File: src/rtl/srlatch_bank_ctrl.sv
// srlatch_bank_ctrl
//
// Sequencing controller and two-port round-robin arbiter for a WIDTH-bit bank of gated SR
// latches. A granted requester's set/clear masks are resolved into safe S/R values (bits named
// in both masks are held) and driven through setup -> enable pulse -> hold, so the bank never
// sees S=R=1 and S/R never move while the gate is open or about to open.
//
// Ports
//   clk        system clock, rising edge
//   rst_n      asynchronous active-low reset
//   req        per-requester request, held until its gnt
//   set_mask0/1, clr_mask0/1   per-requester set / clear masks
//   gnt        one-cycle grant pulse (masks captured)
//   done       one-cycle completion pulse for the granted requester
//   err        one-cycle pulse with gnt when the captured masks overlapped
//   busy       high from SETUP through HOLD
//   latch_s/latch_r/latch_c    bank S, R and gate lines (all registered)
module srlatch_bank_ctrl #(
  parameter int unsigned WIDTH   = 8,
  parameter int unsigned PULSE_W = 2
) (
  input  logic             clk,
  input  logic             rst_n,
  input  logic [1:0]       req,
  input  logic [WIDTH-1:0] set_mask0,
  input  logic [WIDTH-1:0] clr_mask0,
  input  logic [WIDTH-1:0] set_mask1,
  input  logic [WIDTH-1:0] clr_mask1,
  output logic [1:0]       gnt,
  output logic [1:0]       done,
  output logic             err,
  output logic             busy,
  output logic [WIDTH-1:0] latch_s,
  output logic [WIDTH-1:0] latch_r,
  output logic             latch_c
);

  typedef enum logic [1:0] {StIdle, StSetup, StPulse, StHold} state_e;

  // Counter is loaded with PULSE_W-1 so the gate stays open exactly PULSE_W cycles.
  localparam logic [3:0] PulseLast = 4'(PULSE_W - 1);

  state_e           state_q, state_d;
  logic             ptr_q, ptr_d;
  logic             win_q, win_d;
  logic [3:0]       cnt_q, cnt_d;
  logic [1:0]       gnt_q, gnt_d;
  logic [1:0]       done_q, done_d;
  logic             err_q, err_d;
  logic             busy_q, busy_d;
  logic             c_q, c_d;
  logic [WIDTH-1:0] s_q, s_d;
  logic [WIDTH-1:0] r_q, r_d;

  logic             pick;
  logic [WIDTH-1:0] sel_set, sel_clr;

  // With both requesting, the pointer decides; a lone requester always wins.
  always_comb begin
    pick    = (req == 2'b11) ? ptr_q : req[1];
    sel_set = pick ? set_mask1 : set_mask0;
    sel_clr = pick ? clr_mask1 : clr_mask0;
  end

  always_comb begin
    state_d = state_q;
    ptr_d   = ptr_q;
    win_d   = win_q;
    cnt_d   = cnt_q;
    gnt_d   = 2'b00;
    done_d  = 2'b00;
    err_d   = 1'b0;
    busy_d  = busy_q;
    c_d     = c_q;
    s_d     = s_q;
    r_d     = r_q;

    unique case (state_q)
      StIdle: begin
        if (|req) begin
          state_d     = StSetup;
          win_d       = pick;
          ptr_d       = ~pick;
          gnt_d[pick] = 1'b1;
          err_d       = |(sel_set & sel_clr);
          // Conflicting bits resolve to hold (S=R=0).
          s_d         = sel_set & ~sel_clr;
          r_d         = sel_clr & ~sel_set;
          busy_d      = 1'b1;
        end
      end
      StSetup: begin
        state_d = StPulse;
        c_d     = 1'b1;
        cnt_d   = PulseLast;
      end
      StPulse: begin
        if (cnt_q == 4'd0) begin
          state_d       = StHold;
          c_d           = 1'b0;
          done_d[win_q] = 1'b1;
        end else begin
          cnt_d = cnt_q - 4'd1;
        end
      end
      StHold: begin
        // Gate already closed for a full cycle, so S/R may now return to zero.
        state_d = StIdle;
        s_d     = '0;
        r_d     = '0;
        busy_d  = 1'b0;
      end
      default: begin
        state_d = StIdle;
        c_d     = 1'b0;
        s_d     = '0;
        r_d     = '0;
        busy_d  = 1'b0;
      end
    endcase
  end

  always_ff @(posedge clk or negedge rst_n) begin
    if (!rst_n) begin
      state_q <= StIdle;
      ptr_q   <= 1'b0;
      win_q   <= 1'b0;
      cnt_q   <= 4'd0;
      gnt_q   <= 2'b00;
      done_q  <= 2'b00;
      err_q   <= 1'b0;
      busy_q  <= 1'b0;
      c_q     <= 1'b0;
      s_q     <= '0;
      r_q     <= '0;
    end else begin
      state_q <= state_d;
      ptr_q   <= ptr_d;
      win_q   <= win_d;
      cnt_q   <= cnt_d;
      gnt_q   <= gnt_d;
      done_q  <= done_d;
      err_q   <= err_d;
      busy_q  <= busy_d;
      c_q     <= c_d;
      s_q     <= s_d;
      r_q     <= r_d;
    end
  end

  assign gnt     = gnt_q;
  assign done    = done_q;
  assign err     = err_q;
  assign busy    = busy_q;
  assign latch_s = s_q;
  assign latch_r = r_q;
  assign latch_c = c_q;

endmodule

File: config.mk
export PLATFORM = sky130hd
export DESIGN_NAME = srlatch_bank_ctrl
export DESIGN_NICKNAME = d
export VERILOG_FILES = /design/src/rtl/srlatch_bank_ctrl.sv
export SDC_FILE = /design/constraint.sdc
export NUM_CORES = 1
export LEC_CHECK = 0
export BUFFER_PORTS_ARGS = -buffer_cell sky130_fd_sc_hd__buf_2
export CAP_MARGIN = 40
export CORE_ASPECT_RATIO = 1.25
export CORE_MARGIN = 8
export CORE_UTILIZATION = 30
export CTS_CLUSTER_DIAMETER = 80
export DETAILED_ROUTE_END_ITERATION = 7
export GPL_ROUTABILITY_DRIVEN = 1
export SETUP_SLACK_MARGIN = 0.5
export SLEW_MARGIN = 5
export SYNTH_ARGS = -nofsm -noshare
export SYNTH_HDL_FRONTEND = slang
export SYNTH_SLANG_ARGS = --single-unit
File: constraint.sdc
create_clock -name clk -period 1.53 [get_ports clk]
set_input_delay 0 -clock clk [delete_from_list [all_inputs] [get_ports clk]]
set_output_delay 0 -clock clk [all_outputs]
set_load 0.01 [all_outputs]
Word-level counts from Yosys, hierarchy flattened:

Index checks and enable logic that the tools add are counted.

* register bits: 31
* word-level logic and storage cells: 68
* bits of input ports: 36

* mux-type cells: 26
* add/subtract/negate cells: 1
* bitwise operators: 6
* equal/unequal tests: 7
* magnitude comparators: 4
* reduce and logical (&&, ||, !) cells: 13

Operators by type and width (count)
* $mux 8: 4
* $pmux 8 s2: 2
* $and 8x8->8: 3
* $not 8->8: 2
* $mux 2: 6
* $reduce_and 2->1: 5
* $pmux 2 s4: 1
* $pmux 4 s2: 1
* $reduce_or 8->1: 1
* $mux 1: 7
* $eq 2x2->1 const B: 3
* $ne 2x2->1 const B: 3
* $logic_not 4->1: 1
* $lt 1x2->1 const B: 2
* $mux 4: 1
* $pmux 1 s2: 2
* $reduce_bool 2->1: 2
* $sub 4x1->4 const B: 1
* $demux 1 s1: 2
* $eq 2x1->1 const B: 1
* $ge 1x1->1 const B: 2
* $logic_and 1x1->1: 2
* $logic_not 2->1: 1
* $reduce_or 2->1: 1
* $not 1->1: 1

Logic depth before layout (Yosys ltp):

Gate-level depths: netlist (run 1).

* depth in word-level cells: 8
* gate-level depth with buffers: 9
* mapped depth without buffers: 6

Worst setup path after synthesis (run 1):

Ideal clock, no wire load.

* kind: register to register
* from: register state_q[0]
* to: register r_q[0], in the netlist latch_r[0]
* period minus slack after synthesis: 1633 ps
* buffers on the path: 2
* arrival time: 1533 ps
* required time: 1429 ps
* setup time: 101 ps
* cell stages (with the launch flop): 9
* path slack: -103 ps
* cell sequence: dfrtp_1 > inv_1 > ha_1 > buf_4 > inv_1 > nor3_2 > buf_4 > nand4b_1 > o311ai_2

* cells in the longest elaborated chain, start to end: 3

RTL lines
* from (decl): line 43 `state_e state_q, state_d;`
* from (signal assigned): line 125 `state_q <= StIdle;`
* from (signal assigned): line 137 `state_q <= state_d;`
* $eq 2x2->1 / $logic_not 2->1 (equally long branches): line 78 `unique case (state_q)`
* $reduce_bool 2->1 (no source line) / $ne 2x2->1 (equally long branches)
* $reduce_and 2->1 (no source line)
* to (signal assigned): line 147 `r_q <= r_d;`
* to (decl): line 53 `logic [WIDTH-1:0] r_q, r_d;`

Parallel ways exist; a longest one is shown, timed or not.
A chain may end at the register's enable or synchronous reset.

Final worst setup path (run 1):

* from: register state_q[1]
* to: register s_q[1], in the netlist latch_s[1]

* cells in the longest elaborated chain, start to end: 3

RTL lines
* $eq 2x2->1 / $logic_not 2->1 (equally long branches): line 78
* $reduce_bool 2->1 (no source line) / $ne 2x2->1 (equally long branches)
* $reduce_and 2->1 (no source line)
* to (signal assigned): line 134 `s_q <= '0;`
* to (signal assigned): line 146 `s_q <= s_d;`
* to (decl): line 52 `logic [WIDTH-1:0] s_q, s_d;`

Parallel ways exist; a longest one is shown, timed or not.

==> results.md, run 1 <==
- Area growth from synthesis to layout: 60.3%
- CP Launch Type: flop
- Post-layout minimum cycle time: 1530 ps
- Post-Route WL: 5080 microns
- Total core area: 5700 sq um
- Post-Syn Area per Cell: 10.8 sq um
- Row count: 31
- First-pass GRT wire length: 8100 microns
- # H-tree levels: 2
- Critical Path RT: 1710 ps
- Setup slack after layout: -3.17 ps
- Final nets: 309
- Clock power frac: 11.9%
- DRT iter0 DRCs: 60
- Avg Vias per Cell: 4.84
- Status: complete, but fails checks
- Root buffer cell: clkbuf_8
- Largest area contributor in the netlist: dfrtp_1
- Switching share of power: 36.9%
- Distinct cells, synth: 27
- Slew @ Worst Pin: 701 ps
- Clk slew on worst S/H paths: 60 ps
- Commonest non-fill, non-tap cells in the layout: 58 x buf_2, 31 x dfrtp_1, 19 x buf_4
- Total CTS buffers: 5
- Most common cell after layout, fill and taps aside: buf_2
- Starting Density: 30.4%
- DR WL met2: 2570 microns
- Final Hold Fails: 0
- N_diodes: 0
- Antenna-violating nets left: 0
- Clk sinks: 31
- DRC violations left: 0
- Post-synthesis sequential area ratio: 44.8%
- Fin cells: 334
- Sequential fraction of design power: 27.3%
- RSZ-0062 raised after global routing: true
- Yosys Warn Count: 0
- Top-area cell type share of the netlist area: 44.8%
- Post-placement setup slack: -70.8 ps
- DRT met1 WL: 2230 microns
- Worst skew pair latency: 280 ps
- Leak: 1.43 nW
- P_int: 3.32 mW
- Worst Hold Class: input pin to flop
- Vias in the first global route: 1724
- Crit. End Element: flop
- # placed instances: 302
- Max frequency: 652 MHz
- Layout Skew: 3.20 ps
- Combinational share of power: 60.8%
- Num ports: 59
- Fin. max-slew vios: 0
- Worst hold slack: 20.4 ps
- First-pass iteration count of the detailed router: 4
- WL per Instance: 15.2 microns
- # port buffers: 58
- Period utilisation layout: 100%
- Initial antenna violation count: 0
- Mapped Cells: 161
- Full die area: 8480 sq um
- WP data arrival: 1720 ps
- Via count: 1616
- Synth area leaders: dfrtp_1 45%, o311ai_2 7.5%, mux2i_1 5.8%
- Chip width: 84.0 microns
- Failing checks: negative setup slack
- Grt ovf: 0
- Slew HR: 53.3%
- Yosys reg bits: 31
- HPWL Detailed: 3600 microns
- Die Y-Extent: 101 microns
- Largest net degree at the start of global routing: 32
- Top sig layer: met4
- Kind of critical path: flop to flop
- TritonCTS clock tree: built
- Max VDD drop: 0.714 mV
- Pwr dens: 1890 nW/um^2
- CTS Buffer Depth: 2
- Worst Path Max Fanout: 4
- Synth Cell Area: 1730 sq um
- Syn Nets: 203
- Power Total: 5.26 mW
- Met3 WL: 212 microns
- Max_cap viols: 0
- P_sw: 1.94 mW
- Gr usage total: 11.6%
- Ratio of cells with drive above 1 in the final layout: 50.7%
- GP Congestion: 0.797
- # setup viols final: 1
==> cell type report <==
type / count / area (sq um)
fill: 520 / 2920
multi-input combinational: 110 / 1010
sequential: 31 / 776
timing repair buffer: 105 / 773
tap: 66 / 82.6
clock buffer: 7 / 76.3
inverter: 14 / 55.1
clock inverter: 1 / 5.00
==> kinds of logic (layout without fill, tap and decap cells) <==
kind of cell	after synthesis	in the layout	synth area share, %
AND/OR/NAND/NOR	55	55	18.1
AO/OA/AOI/OAI	37	37	20.6
flip-flops	31	31	44.8
buffers and inverters	20	127	5.34
multiplexers	11	11	6.43
adder cells (fa/ha/maj)	6	6	4.33
XOR/XNOR	1	1	0.506
==> metrics by stage <==
step                      setup TNS, ps  cell area, sq um  util [%]
after global routing               -538              2780      48.7
after floorplan                    -285              1770         -
after global placement             -229              2270      39.8
final                             -3.17              2780      48.7
after detailed placement           -507              2270      39.8
after CTS                             0              2610      45.7
==> worst paths after layout <==
check,cells past startpoint,to,slack [ps],from
max,6,latch_s[1],-3,state_q[1]
min,3,latch_s[7],20,set_mask1[7]
max reg2reg,6,latch_s[1],-3,state_q[1]
min reg2reg,1,done[0],470,win_q
max in group asynchronous,2,latch_s[2],780,rst_n
min in group asynchronous,2,cnt_q[2],300,rst_n
==> synthesized netlist by cell type <==
cell type / number
dfrtp_1: 31
nand2_1: 18
inv_1: 14
nand2b_1: 14
a22o_1: 10
mux2i_1: 10
a22oi_1: 8
nand4b_1: 8
o311ai_2: 8
nor2_1: 7
ha_1: 6
a21oi_1: 5
buf_4: 4
a21o_1: 3
buf_2: 2
nand4_1: 2
a31oi_1: 1
and3_1: 1
mux2_2: 1
nor2b_2: 1
nor3_1: 1
nor3_2: 1
nor3b_2: 1
o21ai_4: 1
o22a_1: 1
or3_1: 1
xor2_1: 1
==> flip-flops by register name (all words and copies together), names as in the netlist <==
signal,flops
ptr_q,1
latch_s,8
done,2
gnt,2
err,1
state_q,2
cnt_q,4
win_q,1
busy,1
latch_c,1
latch_r,8
==> critical path, stage by stage, from the launching register on <==
cell	delay, ps
dfrtp_1	410
inv_2	90
ha_4	160
inv_4	40
or3_4	380
buf_6	150
o311ai_2	200
==> repair_timing <==
item	in CTS	in global routing
endpoints found under the hold margin	41	0
resized for setup	24	22
buffers inserted	4	7
setup endpoints to repair	31	31
gates cloned	1	1
pin swaps	4	24
hold buffers	11	0
==> power by group through the flow <==
stage	logic (mW)	clock network [mW]	registers [mW]
floorplan	1.19	0	1.52
global placement	2.20	0	1.42
detailed placement	2.23	0	1.42
CTS	2.69	0.638	1.42
global route	3.46	0.675	1.48
finish	3.20	0.626	1.43
==> metal layers <==
| metal | GRT usage, % | vias up |
|---|---|---|
| li1 | - | 797 |
| met1 | 14.0 | 776 |
| met2 | 19.2 | 38 |
| met3 | 3.24 | 5 |
| met4 | 4.13 | 0 |
| met5 | 0 | - |
Note: power is estimated with default switching activity, not from simulation.
==> inputs of run 2 (changes only) <==
--- a/config.mk
+++ b/config.mk
@@ -13,6 +13,8 @@
 export CTS_CLUSTER_DIAMETER = 80
 export DETAILED_ROUTE_END_ITERATION = 7
 export GPL_ROUTABILITY_DRIVEN = 1
+export MAX_ROUTING_LAYER = met4
+export RECOVER_POWER = 25
 export SETUP_SLACK_MARGIN = 0.5
 export SLEW_MARGIN = 5
 export SYNTH_ARGS = -nofsm -noshare
==> results.md, run 2 (synthesized netlist as in run 1, its figures left out) <==
- Status: complete, but fails checks (unchanged)
- Failing checks: negative setup slack (unchanged)
- Total CTS buffers: 5 (unchanged)
- CP max stage delay: 410 ps (about the same)
- DRT iter0 DRCs: 57 (was 60)
- CP Launch Type: flop (unchanged)
- N_diodes: 0 (unchanged)
- Max frequency: 652 MHz (about the same)
- Slew HR: 53.0% (was 53.3%)
- # H-tree levels: 2 (unchanged)
- Vias in the first global route: 1713 (was 1724)
- Period utilisation layout: 100% (about the same)
- Chip width: 84.0 microns (unchanged)
- Leak: 1.36 nW (was 1.43 nW)
- Row count: 31 (unchanged)
- Worst skew pair latency: 280 ps (about the same)
- Sequential fraction of design power: 27.6% (was 27.3%)
- Critical Path RT: 1710 ps (about the same)
- Ratio of cells with drive above 1 in the final layout: 44.4% (was 50.7%)
- GP Congestion: 0.809 (was 0.797)
- Starting Density: 30.4% (unchanged)
- DRC violations left: 0 (unchanged)
- First-pass GRT wire length: 8130 microns (was 8100 microns)
- Setup slack after layout: -4.06 ps (was -3.17 ps)
- Cell-by-cell trace of the critical path: inv_2 -> ha_4 -> inv_4 -> or3_4 -> buf_6 -> o311ai_2 (unchanged)
- WL per Instance: 15.2 microns (about the same)
- # setup viols final: 2 (was 1)
- Fin Setup TNS: -6.72 ps (was -3.17 ps)
- Post-route cell area: 2760 sq um (was 2780 sq um)
- Clock power frac: 12.0% (was 11.9%)
- Switching share of power: 37.3% (was 36.9%)
- Multi-input gate area: 1010 sq um (unchanged)
- Area growth from synthesis to layout: 59.1% (was 60.3%)
- Fin. max-slew vios: 0 (unchanged)
- TritonCTS clock tree: built (unchanged)
- # fillers: 532 (was 520)
- Critical-path top delay cell: dfrtp_1 (unchanged)
- CTS Buffer Depth: 2 (unchanged)
- Kind of critical path: flop to flop (unchanged)
- Slew @ Worst Pin: 705 ps (was 701 ps)
- Antenna-violating nets left: 0 (unchanged)
- Avg Vias per Cell: 4.84 (unchanged)
- Gr usage total: 11.9% (was 11.6%)
- Register area: 776 sq um (unchanged)
- First-pass iteration count of the detailed router: 4 (unchanged)
- Worst Path Max Fanout: 4 (unchanged)
- Root buffer cell: clkbuf_8 (unchanged)
- Max_cap viols: 0 (unchanged)
- RSZ-0062 raised after global routing: true (unchanged)
- Max VDD drop: 0.714 mV (about the same)
- Commonest non-fill, non-tap cells in the layout: 41 x buf_2, 31 x dfrtp_1, 19 x clkbuf_1, 19 x buf_4, 15 x nand2_1 (was 58 x buf_2, 31 x dfrtp_1, 19 x buf_4)
- Full die area: 8480 sq um (unchanged)
- Clk slew on worst S/H paths: 60 ps (about the same)
- Worst Hold Class: input pin to flop (unchanged)
- Total core area: 5700 sq um (unchanged)
- HPWL Detailed: 3600 microns (unchanged)
- Post-DP Area: 2270 sq um (unchanged)
- Combinational share of power: 60.4% (was 60.8%)
- # port buffers: 58 (unchanged)
- Crit. End Element: flop (unchanged)
- P_int: 3.27 mW (was 3.32 mW)
- P_sw: 1.94 mW (about the same)
- Via count: 1616 (unchanged)
- Initial antenna violation count: 0 (unchanged)
- Post-layout minimum cycle time: 1530 ps (about the same)
- Pwr dens: 1890 nW/um^2 (about the same)
- Post-placement setup slack: -70.8 ps (unchanged)
- Final nets: 309 (unchanged)
- Most common cell after layout, fill and taps aside: buf_2 (unchanged)
- Largest net degree at the start of global routing: 32 (unchanged)
- Post-Route WL: 5070 microns (was 5080 microns)
- Grt ovf: 0 (unchanged)
- Layout Skew: 2.62 ps (was 3.20 ps)
- Power Total: 5.21 mW (was 5.26 mW)
- Die Y-Extent: 101 microns (unchanged)
- Num ports: 59 (unchanged)
- Final Hold Fails: 0 (unchanged)
- WP data arrival: 1720 ps (about the same)
- Clk sinks: 31 (unchanged)
==> run 2: worst max-delay path: cells and delay by family, from the launching register on <==
kind,cells,cell delay (ps)
compound gates,1,200
fa+ha+maj,1,160
flops,1,410
simple gates,1,380
buf+inv,3,280
==> run 2: power groups by stage <==
stage               Combinational (mW)  Sequential (mW)  Clock [mW]
detailed placement                2.23             1.42           0
global placement                  2.20             1.42           0
global route                      3.41             1.48       0.675
floorplan                         1.19             1.52           0
CTS                               2.69             1.42       0.638
finish                            3.15             1.44       0.625
==> run 2: area by class of cell <==
| cell class | count | area share [%] |
|---|---|---|
| Multi-Input combinational cell | 110 | 36.6 |
| Sequential cell | 31 | 28.1 |
| Timing Repair Buffer | 105 | 27.3 |
| Tap cell | 66 | 3.00 |
| Clock buffer | 7 | 2.77 |
| Inverter | 14 | 2.00 |
| Clock inverter | 1 | 0.182 |
==> run 2: worst paths after layout <==
kind	to	start	slack, ps	cells after the start
min reg2reg	done[0]	win_q	480	1
max in group asynchronous	cnt_q[1]	rst_n	770	2
max reg2reg	latch_s[1]	state_q[1]	-4	6
max	latch_s[1]	state_q[1]	-4	6
min	latch_s[7]	set_mask1[7]	20	3
min in group asynchronous	cnt_q[2]	rst_n	300	2
==> run 2: per-layer routing <==
metal | track usage [%] | up-vias | routed length, microns
li1 | - | 799 | -
met1 | 14.2 | 772 | 2230
met3 | 2.91 | 5 | 201
met4 | 4.13 | 0 | 67
met2 | 19.2 | 40 | 2580
met5 | - | - | 0
==> run 2: timing repair <==
action | in CTS | in global routing
pin swaps | 4 | 24
setup endpoints to repair | 31 | 31
gates cloned | 1 | 1
resized for setup | 24 | 22
buffers inserted | 4 | 7
hold endpoints to repair | 41 | 0
hold buffers | 11 | 0
==> run 2: per-stage QoR <==
stage	std cells	hold slack, ps	utilization [%]
finish	334	19.6	48.3
global route	334	33.0	48.3
CTS	326	15.3	45.7
detailed placement	302	99.0	39.8
global placement	302	90.5	39.8
floorplan	161	-296	-
==> inputs of run 3 (changes only) <==
--- a/config.mk
+++ b/config.mk
@@ -7,14 +7,16 @@
 export LEC_CHECK = 0
 export BUFFER_PORTS_ARGS = -buffer_cell sky130_fd_sc_hd__buf_2
 export CAP_MARGIN = 40
-export CORE_ASPECT_RATIO = 1.25
+export CORE_ASPECT_RATIO = 0.9
 export CORE_MARGIN = 8
 export CORE_UTILIZATION = 30
+export CTS_BUF_LIST = sky130_fd_sc_hd__clkbuf_4 sky130_fd_sc_hd__clkbuf_8
 export CTS_CLUSTER_DIAMETER = 80
 export DETAILED_ROUTE_END_ITERATION = 7
 export GPL_ROUTABILITY_DRIVEN = 1
 export MAX_ROUTING_LAYER = met4
 export RECOVER_POWER = 25
+export REMOVE_ABC_BUFFERS = 1
 export SETUP_SLACK_MARGIN = 0.5
 export SLEW_MARGIN = 5
 export SYNTH_ARGS = -nofsm -noshare
==> results.md, run 3 (synthesized netlist as in run 1, its figures left out) <==
- Post-placement setup slack: -27.8 ps (was -70.8 ps)
- # setup viols final: 0 (was 2)
- Final Hold Fails: 0 (unchanged)
- Grt ovf: 0 (unchanged)
- GP Congestion: 0.801 (was 0.809)
- First-pass iteration count of the detailed router: 4 (unchanged)
- First-pass GRT wire length: 8580 microns (was 8130 microns)
- Layout Skew: 4.48 ps (was 2.62 ps)
- Period utilisation layout: 98.7% (was 100%)
- Min-delay src: clr_mask1[5] (was set_mask1[7])
- Total CTS buffers: 5 (unchanged)
- Initial antenna violation count: 1 (was 0)
- Total core area: 5630 sq um (was 5700 sq um)
- Via count: 1658 (was 1616)
- Row count: 26 (was 31)
- # port buffers: 58 (unchanged)
- HPWL Detailed: 3650 microns (was 3600 microns)
- WL per Instance: 16.7 microns (was 15.2 microns)
- Num ports: 59 (unchanged)
- # fillers: 513 (was 532)
- Critical Path RT: 1720 ps (was 1710 ps)
- Starting Density: 30.8% (was 30.4%)
- Clk sinks: 31 (unchanged)
- Power Total: 5.27 mW (was 5.21 mW)
- DRT iter0 DRCs: 61 (was 57)
- Fin. max-slew vios: 0 (unchanged)
- Max_cap viols: 0 (unchanged)
- Largest net degree at the start of global routing: 32 (unchanged)
- Final nets: 305 (was 309)
- Vias in the first global route: 1735 (was 1713)
- Reg2reg start: state_q[1] (unchanged)
- TritonCTS clock tree: built (unchanged)
- Crit. End Element: flop (unchanged)
- Slew @ Worst Pin: 696 ps (was 705 ps)
- Max frequency: 662 MHz (was 652 MHz)
- Worst Hold Class: input pin to flop (unchanged)
- CP delay by family, top: flip-flops (unchanged)
- WP data arrival: 1700 ps (was 1720 ps)
- Pwr dens: 1870 nW/um^2 (was 1890 nW/um^2)
- Multi-input gate area: 1090 sq um (was 1010 sq um)
- Post-Route WL: 5610 microns (was 5070 microns)
- Leak: 1.36 nW (about the same)
- Critical R2R Capture: latch_s[1] (unchanged)
- Commonest non-fill, non-tap cells in the layout: 40 x buf_2, 31 x dfrtp_1, 18 x clkbuf_1 (was 41 x buf_2, 31 x dfrtp_1, 19 x clkbuf_1, 19 x buf_4, 15 x nand2_1)
- Area growth from synthesis to layout: 62.3% (was 59.1%)
- Full die area: 8470 sq um (was 8480 sq um)
- Slew HR: 53.6% (was 53.0%)
- Critical path buffers and inverters: 1 (was 3)
- Final Util: 50.0% (was 48.3%)
- # H-tree levels: 2 (unchanged)
- Root buffer cell: clkbuf_8 (unchanged)
- Status: finished clean (was complete, but fails checks)
- Ratio of cells with drive above 1 in the final layout: 46.2% (was 44.4%)
- R2R Setup Slk: 20 ps (was -4 ps)
- CP Launch Type: flop (unchanged)
- Kind of critical path: flop to flop (unchanged)
- Die Y-Extent: 88.1 microns (was 101 microns)
- Chip width: 96.1 microns (was 84.0 microns)
- CTS Buffer Depth: 2 (unchanged)
- DRC violations left: 0 (unchanged)
- Antenna-violating nets left: 0 (unchanged)
- Setup slack after layout: 20.0 ps (was -4.06 ps)
- Worst skew pair latency: 290 ps (was 280 ps)
- Cell-by-cell trace of the critical path: ha_2 -> or3_4 -> buf_6 -> o311ai_4 (was inv_2 -> ha_4 -> inv_4 -> or3_4 -> buf_6 -> o311ai_2)
- Post-layout minimum cycle time: 1510 ps (was 1530 ps)
- Critical-path top delay cell: dfrtp_1 (unchanged)
- CP max stage delay: 410 ps (about the same)
- Gr usage total: 13.7% (was 11.9%)
- RSZ-0062 raised after global routing: true (unchanged)
- Hold Path End: latch_r[5] (was latch_s[7])
- Cell count of the worst hold path: 3 (unchanged)
- Worst R2R Path Depth: 4 (was 6)
- Worst Path Max Fanout: 4 (unchanged)
- Clk slew on worst S/H paths: 70 ps (was 60 ps)
- Avg Vias per Cell: 4.95 (was 4.84)
- Most common cell after layout, fill and taps aside: buf_2 (unchanged)
- Max VDD drop: 0.769 mV (was 0.714 mV)
- Register area: 776 sq um (unchanged)
## run 3: worst max-delay path by stage
stage / endpoint / cells past startpoint / start
2_1_floorplan: latch_r[0] / 6 / state_q[0]
3_3_place_gp: latch_r[6] / 6 / state_q[0]
3_5_place_dp: latch_r[6] / 6 / state_q[0]
4_1_cts: latch_r[6] / 4 / state_q[0]
5_1_grt: latch_s[3] / 8 / state_q[1]
6_report: latch_s[1] / 4 / state_q[1]
## run 3: where the power goes
part | internal (mW) | switching (mW)
Clock | 0.354 | 0.307
Combinational | 1.69 | 1.46
Sequential | 1.18 | 0.273
## run 3: tightest hold or removal path, cell delays in order
cell and delay [ps]:
buf_2 120, inv_1 60, o311ai_2 90
## run 3: stage by stage
stage	cell area (sq um)	setup TNS [ps]	std cells	hold WS, ps
6_report	2810	0	335	24.7
2_1_floorplan	1690	-3300	155	-296
5_1_grt	2810	-279	335	33.8
3_3_place_gp	2210	0	300	90.6
4_1_cts	2690	0	331	12.3
3_5_place_dp	2210	-75.8	300	93.8
## run 3: area by class of cell
cell class                 count  share of cell area [%]
antenna                        1                  0.0890
clock buffer                   7                    2.98
clock inverter                 1                   0.178
inverter                      14                    1.96
multi-input combinational    110                    38.6
sequential                    31                    27.6
tap                           70                    3.11
timing repair buffer         101                    25.5
## run 3: repair_timing
item	in CTS	in global routing
gates resized for setup	40	22
setup endpoints to repair	31	30
gates cloned	1	0
hold endpoints to repair	41	0
pin swaps	22	19
buffers inserted	11	3
hold buffers	11	0
## run 3: routing by layer
| metal | GRT usage (%) | routed length (microns) |
|---|---|---|
| met5 | - | 0 |
| met4 | 5.02 | 98 |
| met3 | 4.11 | 373 |
| met2 | 21.3 | 2600 |
| met1 | 16.3 | 2540 |
